--- src/rtl/hs_xbar_pkg.sv ---
// Shared constants and helpers for the valid/ready response crossbar.
// Port IDs encode both the destination tag on slaves and the source tag on masters.
package hs_xbar_pkg;

    localparam int DEF_DATA_W = 8;

    localparam logic PORT_1 = 1'b0;
    localparam logic PORT_2 = 1'b1;

    // Port ID of the lowest-numbered requester in a two-bit request vector.
    function automatic logic first_req(input logic [1:0] req);
        return req[0] ? PORT_1 : PORT_2;
    endfunction

endpackage

--- src/rtl/hs_resp_arb_slice.sv ---
// Per-master slice: arbitrates between S1/S2 requests and holds a one-entry output register.
// RESP_XBAR_RR_EN selects round-robin arbitration; otherwise S1 has fixed priority.
module hs_resp_arb_slice
    import hs_xbar_pkg::*;
#(
    parameter int DATA_W = DEF_DATA_W
) (
    input  logic              clk,
    input  logic              rst,
    input  logic [1:0]        req,
    input  logic [DATA_W-1:0] data_s1,
    input  logic [DATA_W-1:0] data_s2,
    input  logic              ready_out,
    output logic [1:0]        grant,
    output logic [DATA_W-1:0] data,
    output logic              src,
    output logic              valid
);

    logic can_load;
    logic load;
    logic winner;

    assign can_load = !valid | ready_out;
    // Ready must stay low while reset is held, even though it is combinational.
    assign load     = can_load & (|req) & !rst;

`ifdef RESP_XBAR_RR_EN
    logic last_grant;

    always_ff @(posedge clk or posedge rst) begin
        if (rst) begin
            last_grant <= PORT_2;
        end else if (load) begin
            last_grant <= winner;
        end
    end

    always_comb begin
        winner = first_req(req);
        if (req == 2'b11) begin
            winner = ~last_grant;
        end
    end
`else
    assign winner = first_req(req);
`endif

    assign grant = load ? ((winner == PORT_2) ? 2'b10 : 2'b01) : 2'b00;

    always_ff @(posedge clk or posedge rst) begin
        if (rst) begin
            valid <= 1'b0;
            data  <= '0;
            src   <= PORT_1;
        end else if (load) begin
            valid <= 1'b1;
            data  <= (winner == PORT_2) ? data_s2 : data_s1;
            src   <= winner;
        end else if (ready_out) begin
            valid <= 1'b0;
        end
    end

endmodule

--- src/rtl/handshaking_resp_xbar_2x2.sv ---
// Return-path 2x2 crossbar: routes S1/S2 response beats to M1/M2 by destination tag.
// Arbitration mode is set by RESP_XBAR_RR_EN (round-robin) or its absence (S1 priority).
module handshaking_resp_xbar_2x2
    import hs_xbar_pkg::*;
#(
    parameter int DATA_W = DEF_DATA_W
) (
    input  logic              clk,
    input  logic              rst,
    input  logic [DATA_W-1:0] data_out_s1,
    input  logic              dest_s1,
    input  logic              valid_out_s1,
    output logic              ready_in_s1,
    input  logic [DATA_W-1:0] data_out_s2,
    input  logic              dest_s2,
    input  logic              valid_out_s2,
    output logic              ready_in_s2,
    output logic [DATA_W-1:0] data_in_m1,
    output logic              src_m1,
    output logic              valid_in_m1,
    input  logic              ready_out_m1,
    output logic [DATA_W-1:0] data_in_m2,
    output logic              src_m2,
    output logic              valid_in_m2,
    input  logic              ready_out_m2
);

    logic [1:0] req_m1;
    logic [1:0] req_m2;
    logic [1:0] grant_m1;
    logic [1:0] grant_m2;

    // Bit 0 is S1, bit 1 is S2 in every request/grant vector.
    assign req_m1 = {valid_out_s2 & (dest_s2 == PORT_1), valid_out_s1 & (dest_s1 == PORT_1)};
    assign req_m2 = {valid_out_s2 & (dest_s2 == PORT_2), valid_out_s1 & (dest_s1 == PORT_2)};

    hs_resp_arb_slice #(.DATA_W(DATA_W)) u_slice_m1 (
        .clk       (clk),
        .rst       (rst),
        .req       (req_m1),
        .data_s1   (data_out_s1),
        .data_s2   (data_out_s2),
        .ready_out (ready_out_m1),
        .grant     (grant_m1),
        .data      (data_in_m1),
        .src       (src_m1),
        .valid     (valid_in_m1)
    );

    hs_resp_arb_slice #(.DATA_W(DATA_W)) u_slice_m2 (
        .clk       (clk),
        .rst       (rst),
        .req       (req_m2),
        .data_s1   (data_out_s1),
        .data_s2   (data_out_s2),
        .ready_out (ready_out_m2),
        .grant     (grant_m2),
        .data      (data_in_m2),
        .src       (src_m2),
        .valid     (valid_in_m2)
    );

    // A slave only requests the slice its dest selects, so OR-ing both grants is exact.
    assign ready_in_s1 = grant_m1[0] | grant_m2[0];
    assign ready_in_s2 = grant_m1[1] | grant_m2[1];

endmodule

--- config.mk ---
export PLATFORM = sky130hd
export DESIGN_NAME = handshaking_resp_xbar_2x2
export DESIGN_NICKNAME = d
export VERILOG_FILES = /design/src/rtl/hs_xbar_pkg.sv /design/src/rtl/hs_resp_arb_slice.sv /design/src/rtl/handshaking_resp_xbar_2x2.sv
export SDC_FILE = /design/constraint.sdc
export NUM_CORES = 1
export LEC_CHECK = 0
export BUFFER_PORTS_ARGS = -buffer_cell sky130_fd_sc_hd__buf_4
export CORE_MARGIN = 2
export CORE_UTILIZATION = 46
export DETAILED_ROUTE_END_ITERATION = 16
export PLACE_DENSITY_LB_ADDON = 0.05
export SETUP_SLACK_MARGIN = 0.3
export SYNTH_ARGS = -nofsm -noshare
export SYNTH_HDL_FRONTEND = slang
export SYNTH_SLANG_ARGS = --single-unit
--- constraint.sdc ---
create_clock -name clk -period 2 [get_ports clk]
set_input_delay 0.4 -clock clk [delete_from_list [all_inputs] [get_ports clk]]
set_output_delay 0.4 -clock clk [all_outputs]
set_load 0.05 [all_outputs]
After elaboration in Yosys (flattened, before gate mapping)
Cells that the tools add are included.

operators by class
  div/mod/pow operators = 0
  multiplexer cells = 12
  multipliers = 0
  $add $sub $neg = 0
  bitwise operators = 14
  $lt $le $gt $ge = 0
  equal/unequal tests = 0
  shift-type cells = 0
  reduce and logical (&&, ||, !) cells = 7

operator list
  cell                count
  8-bit two-way mux   2
  1-bit bitwise AND   8
  2-bit two-way mux   4
  1-bit two-way mux   6
  1-bit OR            4
  2-bit nonzero test  2
  2-bit OR reduction  2
  1-bit logical NOT   3
  1-bit NOT           2

word-level totals
  bits in registers = 20
  bits in latches = 0
  bits in read-only memories = 0
  output and inout bits = 22
  memories = 0
  memory bits (writable) = 0
  logic and storage cells = 39

Depth between registers and ports, before layout
Gate-level depths: netlist of run 1.

  depth after elaboration = 7
  depth in mapped cells = 4
  gate-level depth less buffers = 3

Hierarchy
From an unflattened synthesis of run 1, not the netlist that was laid out.

unflattened totals
  cells, all modules = 78
  area, all modules = 1053.5 um2

modules (own cells, without submodules)
  module                     cells each  instances  sequential area each (um2)  area an instance (um2)
  hs_resp_arb_slice          36          2          250.2                       504.2
  handshaking_resp_xbar_2x2  6           1          0.0                         45.0

Least setup slack after synthesis of run 1
OpenSTA, ideal clock, no wires.

  kind = register to output
  start point = reg u_slice_m1.valid
  end point = out ready_in_s2
  stages on the path, launching flop included = 4
  setup slack = 108 ps
  arrival = 1492 ps
  required time = 1600 ps
  cells stage by stage = dfrtp_1 nor2b_1 nor4b_1 o21a_1

on the way
  cells in the longest elaborated chain, start to end = 6

ends and longest elaborated chain
  what                            line                             source
  start, declared                 hs_resp_arb_slice.sv:17          output logic valid
  start signal, assigned          hs_resp_arb_slice.sv:53          valid <= 1'b0;
  start signal, assigned          hs_resp_arb_slice.sv:57          valid <= 1'b1;
  start signal, assigned          hs_resp_arb_slice.sv:61          valid <= 1'b0;
  1-bit logical NOT               hs_resp_arb_slice.sv:24          assign can_load = !valid | ready_out;
  1-bit OR                        hs_resp_arb_slice.sv:24
  1-bit bitwise AND (2 in a row)  hs_resp_arb_slice.sv:26          assign load = can_load & (|req) & !rst;
  2-bit two-way mux               hs_resp_arb_slice.sv:49          assign grant = load ? ((winner == PORT_2) ? 2'b10 : 2'b01) : 2'b00;
  1-bit OR                        handshaking_resp_xbar_2x2.sv:65  assign ready_in_s2 = grant_m1[1] | grant_m2[1];
  end, declared                   handshaking_resp_xbar_2x2.sv:17  output logic ready_in_s2,

Every way passes these cells.

Worst setup path after layout of run 1
  start point = reg u_slice_m2.valid
  end point = out ready_in_s2

on the way
  cells in the longest elaborated chain, start to end = 6

ends and longest elaborated chain
  what                            line
  start, declared                 hs_resp_arb_slice.sv:17
  start signal, assigned          hs_resp_arb_slice.sv:53
  start signal, assigned          hs_resp_arb_slice.sv:57
  start signal, assigned          hs_resp_arb_slice.sv:61
  1-bit logical NOT               hs_resp_arb_slice.sv:24
  1-bit OR                        hs_resp_arb_slice.sv:24
  1-bit bitwise AND (2 in a row)  hs_resp_arb_slice.sv:26
  2-bit two-way mux               hs_resp_arb_slice.sv:49
  1-bit OR                        handshaking_resp_xbar_2x2.sv:65

Every way passes these cells.

==> impl_metrics.py, run 1 <==
metrics = {
    "run_status": {
        "status": "complete, no violations",
    },
    "drt": {
        "drt-wirelength-per-cell_microns": 15.9,
        "post_drt_via_cell_ratio": 5.06,
        "dr.first_iter.drc_count": 9,
        "vias": 794,
        "routed_wl_mm": 2.50,
        "drc": 0,
        "antenna_left": 0,
        "firstDrtPassIters": 4,
    },
    "placement": {
        "port_buffers": 45,
        "dpl.hpwl_mm": 1.78,
        "place.gp.congestion": 0.718,
        "dp_slack_ns": 0.253,
        "postPlaceCellArea_sq_mm": 0.00149,
    },
    "grt": {
        "grt-ovfl-total": 0,
        "globalRouteTotalUtil": 0.195,
        "grt_pass1_wl_mm": 3.80,
        "grt_max_degree": 12,
        "grt_pass1_vias": 829,
        "antenna_found_initial": 0,
    },
    "pwr": {
        "seq_power_share": 0.352,
        "p_switching_uw": 653,
        "swShare": 0.416,
        "p_int_uw": 916,
        "ir_drop_uv": 607,
        "leakagePower_uw": 0.000763,
        "p_comb_frac": 0.498,
        "power_density_mw_per_mm2": 971,
        "clkPwrFrac": 0.151,
    },
    "critical_path": {
        "arrival_ns": 1.43,
        "cp_slowest_stage_delay_ns": 0.42,
        "crit_path_start_kind": "flip-flop",
        "reg2reg_slack_ns": 0.45,
        "crit_slowest_cell": "dfrtp_2",
        "cp_top_family": "flip-flops",
        "setup.worst_path.end_class": "output port",
        "cp.required_ns": 1.60,
        "path_buf_inv": 1,
        "worstRegToRegCells": 5,
        "path_cells": "nor2b_4 -> nor4bb_2 -> o21a_2 -> buf_8",
        "r2r-start": "u_slice_m1.valid",
        "worstPathMaxFanout": 3,
        "critPathKind": "reg -> out",
        "r2r_end": "u_slice_m1.data[5]",
    },
    "logic_synthesis": {
        "yosys-top-cells-area": "dfrtp_1, mux2_2, mux2_4",
        "syn_nets": 98,
        "synth_ff_type": "dfrtp_1",
        "yosysUniqueCellTypes": 16,
        "synth_area_sq_mm": 0.00108,
        "synth_top_area_share": 0.462,
        "yosysSeqAreaShare": 0.462,
        "synth_common_cells": "mux2_2, dfrtp_1, mux2_4, buf_2",
        "synth_area_leader_cell": "dfrtp_1",
        "async_reset_ff_frac": 1.00,
        "synthCells": 74,
        "synth_most_common_cell": "mux2_2",
        "ys_warn_count": 0,
        "ys_ff_latch": 20,
        "synth.avg_cell_area_sq_um": 14.6,
        "synth_edf_count": 0,
    },
    "final_layout": {
        "finalNetCount": 154,
        "diodes": 0,
        "drive_gt1_frac": 0.829,
        "fin_area_sq_mm": 0.00162,
        "fillCellCount": 166,
        "areaGrowthSynthToFinish_pct": 49.4,
    },
    "clock_tree": {
        "cts_made_buffers": 3,
        "clkSinkCount": 20,
        "clockBufferDepth": 2,
        "clk_latency_ns": 0.30,
        "cts_tree": "done",
        "clockRootBuffer": "clkbuf_4",
        "h-tree-depth": 1,
        "path_clk_slew_ns": 0.12,
    },
    "floorplan": {
        "coreArea_sq_mm": 0.00221,
        "rows": 17,
        "die_h_microns": 52.5,
        "initial_core_util": 0.489,
        "pin_count": 46,
        "die_x_microns": 52.5,
        "dieArea_sq_mm": 0.00276,
    },
    "timing": {
        "fin_crit_ns": 1.83,
        "max_freq_mhz": 546,
        "slew_headroom": 0.726,
        "grt_setup_unrepaired": "true",
        "fin_hold_ws_ns": 0.157,
        "fin_ws_ns": 0.169,
        "clock_skew_ns": 0.00681,
        "hold_violations": 0,
        "fin_tns_setup_ns": 0,
        "worst_slew_pin_slew_ns": 0.411,
        "slew_violations": 0,
        "min_period_over_period": 0.915,
        "setup_viol": 0,
    },
    "run": {
        "max_cap_violations": 0,
    },
    "min_path": {
        "hold_path_class": "in -> async",
    },
}
logic make-up (layout without fill, tap and decap cells):
family | count (synthesis) | count (layout) | synth area share
buf+inv | 4 | 59 | 0.0173
simple gates | 12 | 12 | 0.0844
mux | 34 | 34 | 0.385
compound gates | 4 | 4 | 0.0509
flops | 20 | 20 | 0.462
routing by layer:
layer,up-vias,part of all wire,global-route usage
met2,27,0.52,0.329
li1,373,-,-
met3,2,0.050,0.0400
met5,-,0,0
met1,392,0.42,0.238
met4,0,0.011,0.0897
how the worst max path moves through the flow:
stage	startpoint	endpoint	slack [ns]	cells past startpoint
5_1_grt	u_slice_m2.valid	ready_in_s2	0.10	4
6_report	u_slice_m2.valid	ready_in_s2	0.17	4
4_1_cts	u_slice_m1.valid	ready_in_s2	0.15	4
3_3_place_gp	dest_s1	ready_in_s2	0.27	5
2_1_floorplan	u_slice_m2.valid	ready_in_s2	0.31	3
3_5_place_dp	dest_s1	ready_in_s2	0.25	5
repair_timing:
action                     CTS  global route
hold buffers                 0             0
setup endpoints to repair    2             2
setup buffers                2             1
pin swaps                    4             3
resized for setup           11             3
cloned                       0             0
state kept, by name, indices dropped and copies added (netlist names):
register          flops
u_slice_m2.src        1
u_slice_m2.data       8
u_slice_m1.valid      1
u_slice_m1.src        1
u_slice_m2.valid      1
u_slice_m1.data       8
cell usage in the layout, fill, tap and decap left out, drive strengths merged:
| cell type | netlist | routed |
|---|---|---|
| o21a | 2 | 2 |
| or2 | 2 | 2 |
| nor4b | 1 | 1 |
| nand2b | 2 | 2 |
| nor3b | 1 | 1 |
| dfrtp | 20 | 20 |
| inv | 1 | 1 |
| nor3 | 1 | 1 |
| nor2b | 2 | 2 |
| a211oi | 2 | 2 |
| clkbuf | 0 | 4 |
| buf | 3 | 54 |
| nand2 | 2 | 2 |
| nor4bb | 1 | 1 |
| mux2 | 34 | 34 |
power by group through the flow:
stage	clock network, uW	registers, uW	logic, uW
6_report	237	552	781
5_1_grt	260	564	813
4_1_cts	247	553	775
3_5_place_dp	0	560	757
3_3_place_gp	0	553	752
2_1_floorplan	0	877	196
area by class of cell:
cell class / instances / area (sq um) / share of cell area
clock buffers: 4 / 36.3 / 0.0224
inverters: 1 / 3.75 / 0.00232
multi-input cells: 50 / 618 / 0.382
flip-flops and latches: 20 / 503 / 0.311
well taps: 28 / 35.0 / 0.0217
repair buffers: 54 / 420 / 0.260
through the flow:
stage	util	std cells	power [uW]
finish	0.731	157	1570
global route	0.731	157	1640
CTS	0.718	156	1580
detailed placement	0.674	150	1320
global placement	0.674	150	1300
floorplan	-	74	1070
(Power assumes the default switching activity.)
==> run 2: changes to the inputs <==
--- a/config.mk
+++ b/config.mk
@@ -5,12 +5,13 @@
 export SDC_FILE = /design/constraint.sdc
 export NUM_CORES = 1
 export LEC_CHECK = 0
-export BUFFER_PORTS_ARGS = -buffer_cell sky130_fd_sc_hd__buf_4
 export CORE_MARGIN = 2
-export CORE_UTILIZATION = 46
+export CORE_UTILIZATION = 60
 export DETAILED_ROUTE_END_ITERATION = 16
+export DONT_BUFFER_PORTS = 1
 export PLACE_DENSITY_LB_ADDON = 0.05
 export SETUP_SLACK_MARGIN = 0.3
+export SKIP_LAST_GASP = 1
 export SYNTH_ARGS = -nofsm -noshare
 export SYNTH_HDL_FRONTEND = slang
 export SYNTH_SLANG_ARGS = --single-unit
==> impl_metrics.py, run 2 (synthesis gave the netlist of run 1 again) <==
metrics = {
    "floorplan": {
        "initial_core_util": 0.634,
        "pin_count": 46,
        "die_x_microns": 46.5,
        "coreArea_sq_mm": 0.00171,
        "dieArea_sq_mm": 0.00216,
        "die_h_microns": 46.5,
        "rows": 15,
    },
    "placement": {
        "port_buffers": 0,
        "postPlaceCellArea_sq_mm": 0.00113,
        "dp_slack_ns": 0.262,
        "dpl.hpwl_mm": 1.43,
        "place.gp.congestion": 0.690,
    },
    "run_status": {
        "status": "complete, no violations",
    },
    "drt": {
        "antenna_left": 0,
        "post_drt_via_cell_ratio": 5.90,
        "dr.first_iter.drc_count": 5,
        "drt-wirelength-per-cell_microns": 19.9,
        "vias": 619,
        "drc": 0,
        "firstDrtPassIters": 3,
        "routed_wl_mm": 2.09,
    },
    "critical_path": {
        "endpoint": "ready_in_s2",
        "r2r_end": "u_slice_m2.data[1]",
        "arrival_ns": 1.46,
        "reg2reg_slack_ns": 0.36,
        "cp.required_ns": 1.60,
        "worstPathMaxFanout": 3,
        "critPathKind": "reg -> out",
        "r2r-start": "u_slice_m2.valid",
        "worstRegToRegCells": 4,
        "cp-startpoint": "u_slice_m2.valid",
        "crit_path_start_kind": "flip-flop",
        "setup.worst_path.end_class": "output port",
    },
    "grt": {
        "antenna_found_initial": 0,
        "globalRouteTotalUtil": 0.207,
        "grt_pass1_vias": 613,
        "grt_max_degree": 21,
        "grt_pass1_wl_mm": 3.02,
        "grt-ovfl-total": 0,
    },
    "timing": {
        "min_period_over_period": 0.929,
        "worst_slew_pin_slew_ns": 0.752,
        "slew_headroom": 0.498,
        "slew_violations": 0,
        "max_freq_mhz": 538,
        "hold_violations": 0,
        "fin_tns_setup_ns": 0,
        "setup_viol": 0,
        "fin_ws_ns": 0.142,
        "fin_crit_ns": 1.86,
        "grt_setup_unrepaired": "true",
        "clock_skew_ns": 0.00336,
    },
    "pwr": {
        "p_comb_frac": 0.174,
        "seq_power_share": 0.597,
        "p_switching_uw": 608,
        "clkPwrFrac": 0.228,
        "swShare": 0.418,
        "p_int_uw": 848,
        "leakagePower_uw": 0.000527,
        "ir_drop_uv": 787,
        "power_density_mw_per_mm2": 1170,
    },
    "final_layout": {
        "mostFrequentLayoutCells": "mux2_2, dfrtp_1, mux2_4",
        "finalNetCount": 105,
        "areaGrowthSynthToFinish_pct": 15.1,
        "diodes": 0,
        "drive_gt1_frac": 0.725,
        "top_regs": "u_slice_m1.data (8), u_slice_m2.data (8)",
        "fillCellCount": 120,
        "fin_area_sq_mm": 0.00125,
        "final_common_cell": "mux2_2",
        "ff_latch_area_sq_um": 503,
        "multiInputGateArea_sq_um": 618,
    },
    "clock_tree": {
        "cts_tree": "done",
        "clk_latency_ns": 0.30,
        "h-tree-depth": 1,
        "clkSinkCount": 20,
        "clockBufferDepth": 2,
        "cts_made_buffers": 3,
        "clockRootBuffer": "clkbuf_4",
        "path_clk_slew_ns": 0.12,
        "ctsHoldBuffers": 0,
    },
    "run": {
        "max_cap_violations": 0,
    },
    "min_path": {
        "hold_path_class": "in -> async",
    },
}
==> run 2: timing repair <==
action / in CTS / in global routing
setup endpoints to repair: 2 / 2
gates resized for setup: 6 / 4
pin swaps: 4 / 5
buffers inserted: 1 / 0
endpoints found under the hold margin: 0 / 0
==> run 2: critical path, cell delays in order (launching register included) <==
cell and delay [ns]:
dfrtp_2 0.42, nor2b_4 0.14, nor4bb_2 0.31, o21a_4 0.28
==> run 2: layout make-up <==
class	count	share of cell area
inverter	1	0.00301
tap	25	0.0251
sequential	20	0.404
multi-input combinational	50	0.496
clock buffer	3	0.0181
timing repair buffer	5	0.0301
clock inverter	1	0.0241
==> run 2: how the worst min path moves through the flow <==
stage | end | start | slack (ns) | cells after the start
finish | u_slice_m1.valid | rst | 0.10 | 1
detailed placement | u_slice_m1.data[2] | rst | 0.46 | 1
floorplan | u_slice_m1.data[0] | rst | 0.55 | 2
CTS | u_slice_m1.data[4] | rst | 0.12 | 1
global placement | u_slice_m1.data[4] | rst | 0.46 | 1
global route | u_slice_m1.valid | rst | 0.16 | 1
==> run 2: per-layer routing <==
layer | wire, microns | global-route usage | vias to the layer above
met5 | 0 | 0 | -
met4 | 12 | 0.0857 | 0
met3 | 131 | 0.0549 | 2
met2 | 1110 | 0.336 | 27
met1 | 833 | 0.258 | 312
li1 | - | - | 278
==> run 2: per-stage QoR <==
stage	hold WS (ns)	std cells	util	total power [uW]
global route	0.159	105	0.730	1510
global placement	0.457	100	0.664	1110
detailed placement	0.461	100	0.664	1120
floorplan	0.548	74	-	1070
CTS	0.117	105	0.714	1460
finish	0.101	105	0.730	1460
==> run 2: power groups by stage <==
stage,Sequential [uW],Clock [uW],Combinational (uW)
floorplan,877,0,196
global placement,879,0,236
detailed placement,880,0,241
CTS,872,339,250
global route,883,354,271
finish,869,333,254
==> run 3: changes to the inputs <==
--- a/config.mk
+++ b/config.mk
@@ -5,8 +5,10 @@
 export SDC_FILE = /design/constraint.sdc
 export NUM_CORES = 1
 export LEC_CHECK = 0
+export CELL_PAD_IN_SITES_DETAIL_PLACEMENT = 1
+export CELL_PAD_IN_SITES_GLOBAL_PLACEMENT = 2
 export CORE_MARGIN = 2
-export CORE_UTILIZATION = 60
+export CORE_UTILIZATION = 39
 export DETAILED_ROUTE_END_ITERATION = 16
 export DONT_BUFFER_PORTS = 1
 export PLACE_DENSITY_LB_ADDON = 0.05
==> impl_metrics.py, run 3 (synthesis gave the netlist of run 1 again) <==
metrics = {
    "run_status": {
        "status": "complete, no violations",
    },
    "critical_path": {
        "cp-startpoint": "u_slice_m2.valid",
        "critPathKind": "reg -> out",
        "path_buf_inv": 0,
        "reg2reg_slack_ns": 0.49,
        "crit_path_start_kind": "flip-flop",
        "worstPathMaxFanout": 3,
        "cp.required_ns": 1.60,
        "arrival_ns": 1.45,
        "r2r-start": "u_slice_m2.valid",
        "cp_slowest_stage_delay_ns": 0.43,
        "setup.worst_path.end_class": "output port",
        "cp_top_family": "flip-flops",
        "path_cells": "nor2b_4 -> nor4bb_2 -> o21a_2",
        "r2r_end": "u_slice_m2.data[3]",
        "worstRegToRegCells": 5,
        "crit_slowest_cell": "dfrtp_2",
    },
    "final_layout": {
        "top_regs": "u_slice_m1.data (8), u_slice_m2.data (8)",
        "diodes": 0,
        "multiInputGateArea_sq_um": 593,
        "ff_latch_area_sq_um": 503,
        "final_common_cell": "mux2_2",
        "fillCellCount": 287,
        "mostFrequentLayoutCells": "mux2_2, dfrtp_1, buf_4",
        "drive_gt1_frac": 0.706,
        "finalNetCount": 110,
        "areaGrowthSynthToFinish_pct": 14.6,
    },
    "timing": {
        "clock_skew_ns": 0.00814,
        "fin_tns_setup_ns": 0,
        "slew_headroom": 0.480,
        "worst_slew_pin_slew_ns": 0.779,
        "hold_violations": 0,
        "min_period_over_period": 0.925,
        "max_freq_mhz": 541,
        "grt_setup_unrepaired": "true",
        "fin_crit_ns": 1.85,
        "slew_violations": 0,
        "setup_viol": 0,
    },
    "floorplan": {
        "rows": 19,
        "die_x_microns": 56.7,
        "coreArea_sq_mm": 0.00269,
        "initial_core_util": 0.403,
        "die_h_microns": 56.7,
        "pin_count": 46,
        "dieArea_sq_mm": 0.00321,
    },
    "grt": {
        "globalRouteTotalUtil": 0.156,
        "grt_pass1_wl_mm": 3.69,
        "grt_pass1_vias": 718,
        "grt_max_degree": 21,
        "grt-ovfl-total": 0,
        "antenna_found_initial": 0,
    },
    "placement": {
        "dpl.hpwl_mm": 1.61,
        "port_buffers": 0,
        "place.gp.congestion": 0.631,
    },
    "pwr": {
        "p_total_uw": 1330,
        "leakagePower_uw": 0.000529,
        "ir_drop_uv": 623,
        "power_density_mw_per_mm2": 1070,
    },
    "clock_tree": {
        "clkSinkCount": 20,
        "ctsHoldBuffers": 0,
        "clk_latency_ns": 0.30,
        "h-tree-depth": 1,
        "cts_made_buffers": 3,
        "clockBufferDepth": 2,
        "clockRootBuffer": "clkbuf_4",
        "cts_tree": "done",
        "path_clk_slew_ns": 0.12,
    },
    "min_path": {
        "hold_path_class": "in -> async",
    },
    "drt": {
        "drt-wirelength-per-cell_microns": 19.5,
        "post_drt_via_cell_ratio": 5.41,
        "firstDrtPassIters": 3,
        "vias": 627,
        "antenna_left": 0,
        "routed_wl_mm": 2.26,
        "drc": 0,
        "dr.first_iter.drc_count": 7,
    },
    "run": {
        "max_cap_violations": 0,
    },
}
run 3: cell types whose count changed in the layout (fill, tap and decap cells not counted):
cell       before  now
nor3_1          0    1
nor3b_2         1    0
nor4b_4         1    0
o21a_2          1    2
bufinv_16       1    0
o21a_4          1    0
nor4b_2         0    1
nor3b_1         0    1
nor3_2          1    0
clkbuf_1        0    1
buf_4           5   10
run 3: routing by layer:
layer,vias to the layer above,wire [microns],track usage,share of wire
li1,288,-,-,-
met1,315,896,0.177,0.40
met2,22,1170,0.269,0.52
met3,2,178,0.0622,0.079
met4,0,17,0.0408,0.0075
met5,-,0,0,0
run 3: power by group:
group	switching, uW	leakage (uW)	internal [uW]
logic	97.9	0.000282	161
registers	379	0.000232	491
clock network	123	0.0000150	77.6
total	600	0.000529	729
run 3: how the worst max path moves through the flow:
stage | endpoint | slack [ns] | depth (start not counted)
detailed placement | ready_in_s2 | 0.39 | 3
finish | ready_in_s2 | 0.15 | 3
global placement | ready_in_s2 | 0.37 | 3
global route | ready_in_s2 | 0.08 | 3
floorplan | ready_in_s2 | 0.31 | 3
CTS | ready_in_s2 | 0.11 | 3
run 3: final cells by class:
cell class,count,area share
multi-input cells,50,0.478
inverters,1,0.00303
repair buffers,10,0.0605
well taps,31,0.0313
flip-flops and latches,20,0.406
clock buffers,4,0.0212
run 3: per-stage QoR:
step,hold slack [ns],utilization,setup slack (ns),instances,instance area (sq um)
3_3_place_gp,0.492,0.433,0.370,109,1160
4_1_cts,0.144,0.456,0.112,115,1230
5_1_grt,0.168,0.462,0.0758,116,1240
2_1_floorplan,0.548,-,0.312,74,1090
6_report,0.116,0.462,0.150,116,1240
3_5_place_dp,0.490,0.433,0.386,109,1160
run 3: what timing repair did:
item,in CTS,in global routing
gates cloned,0,0
hold endpoints to repair,0,0
gates resized for setup,5,1
setup endpoints to repair,2,2
setup buffers,2,1
pin swaps,4,3
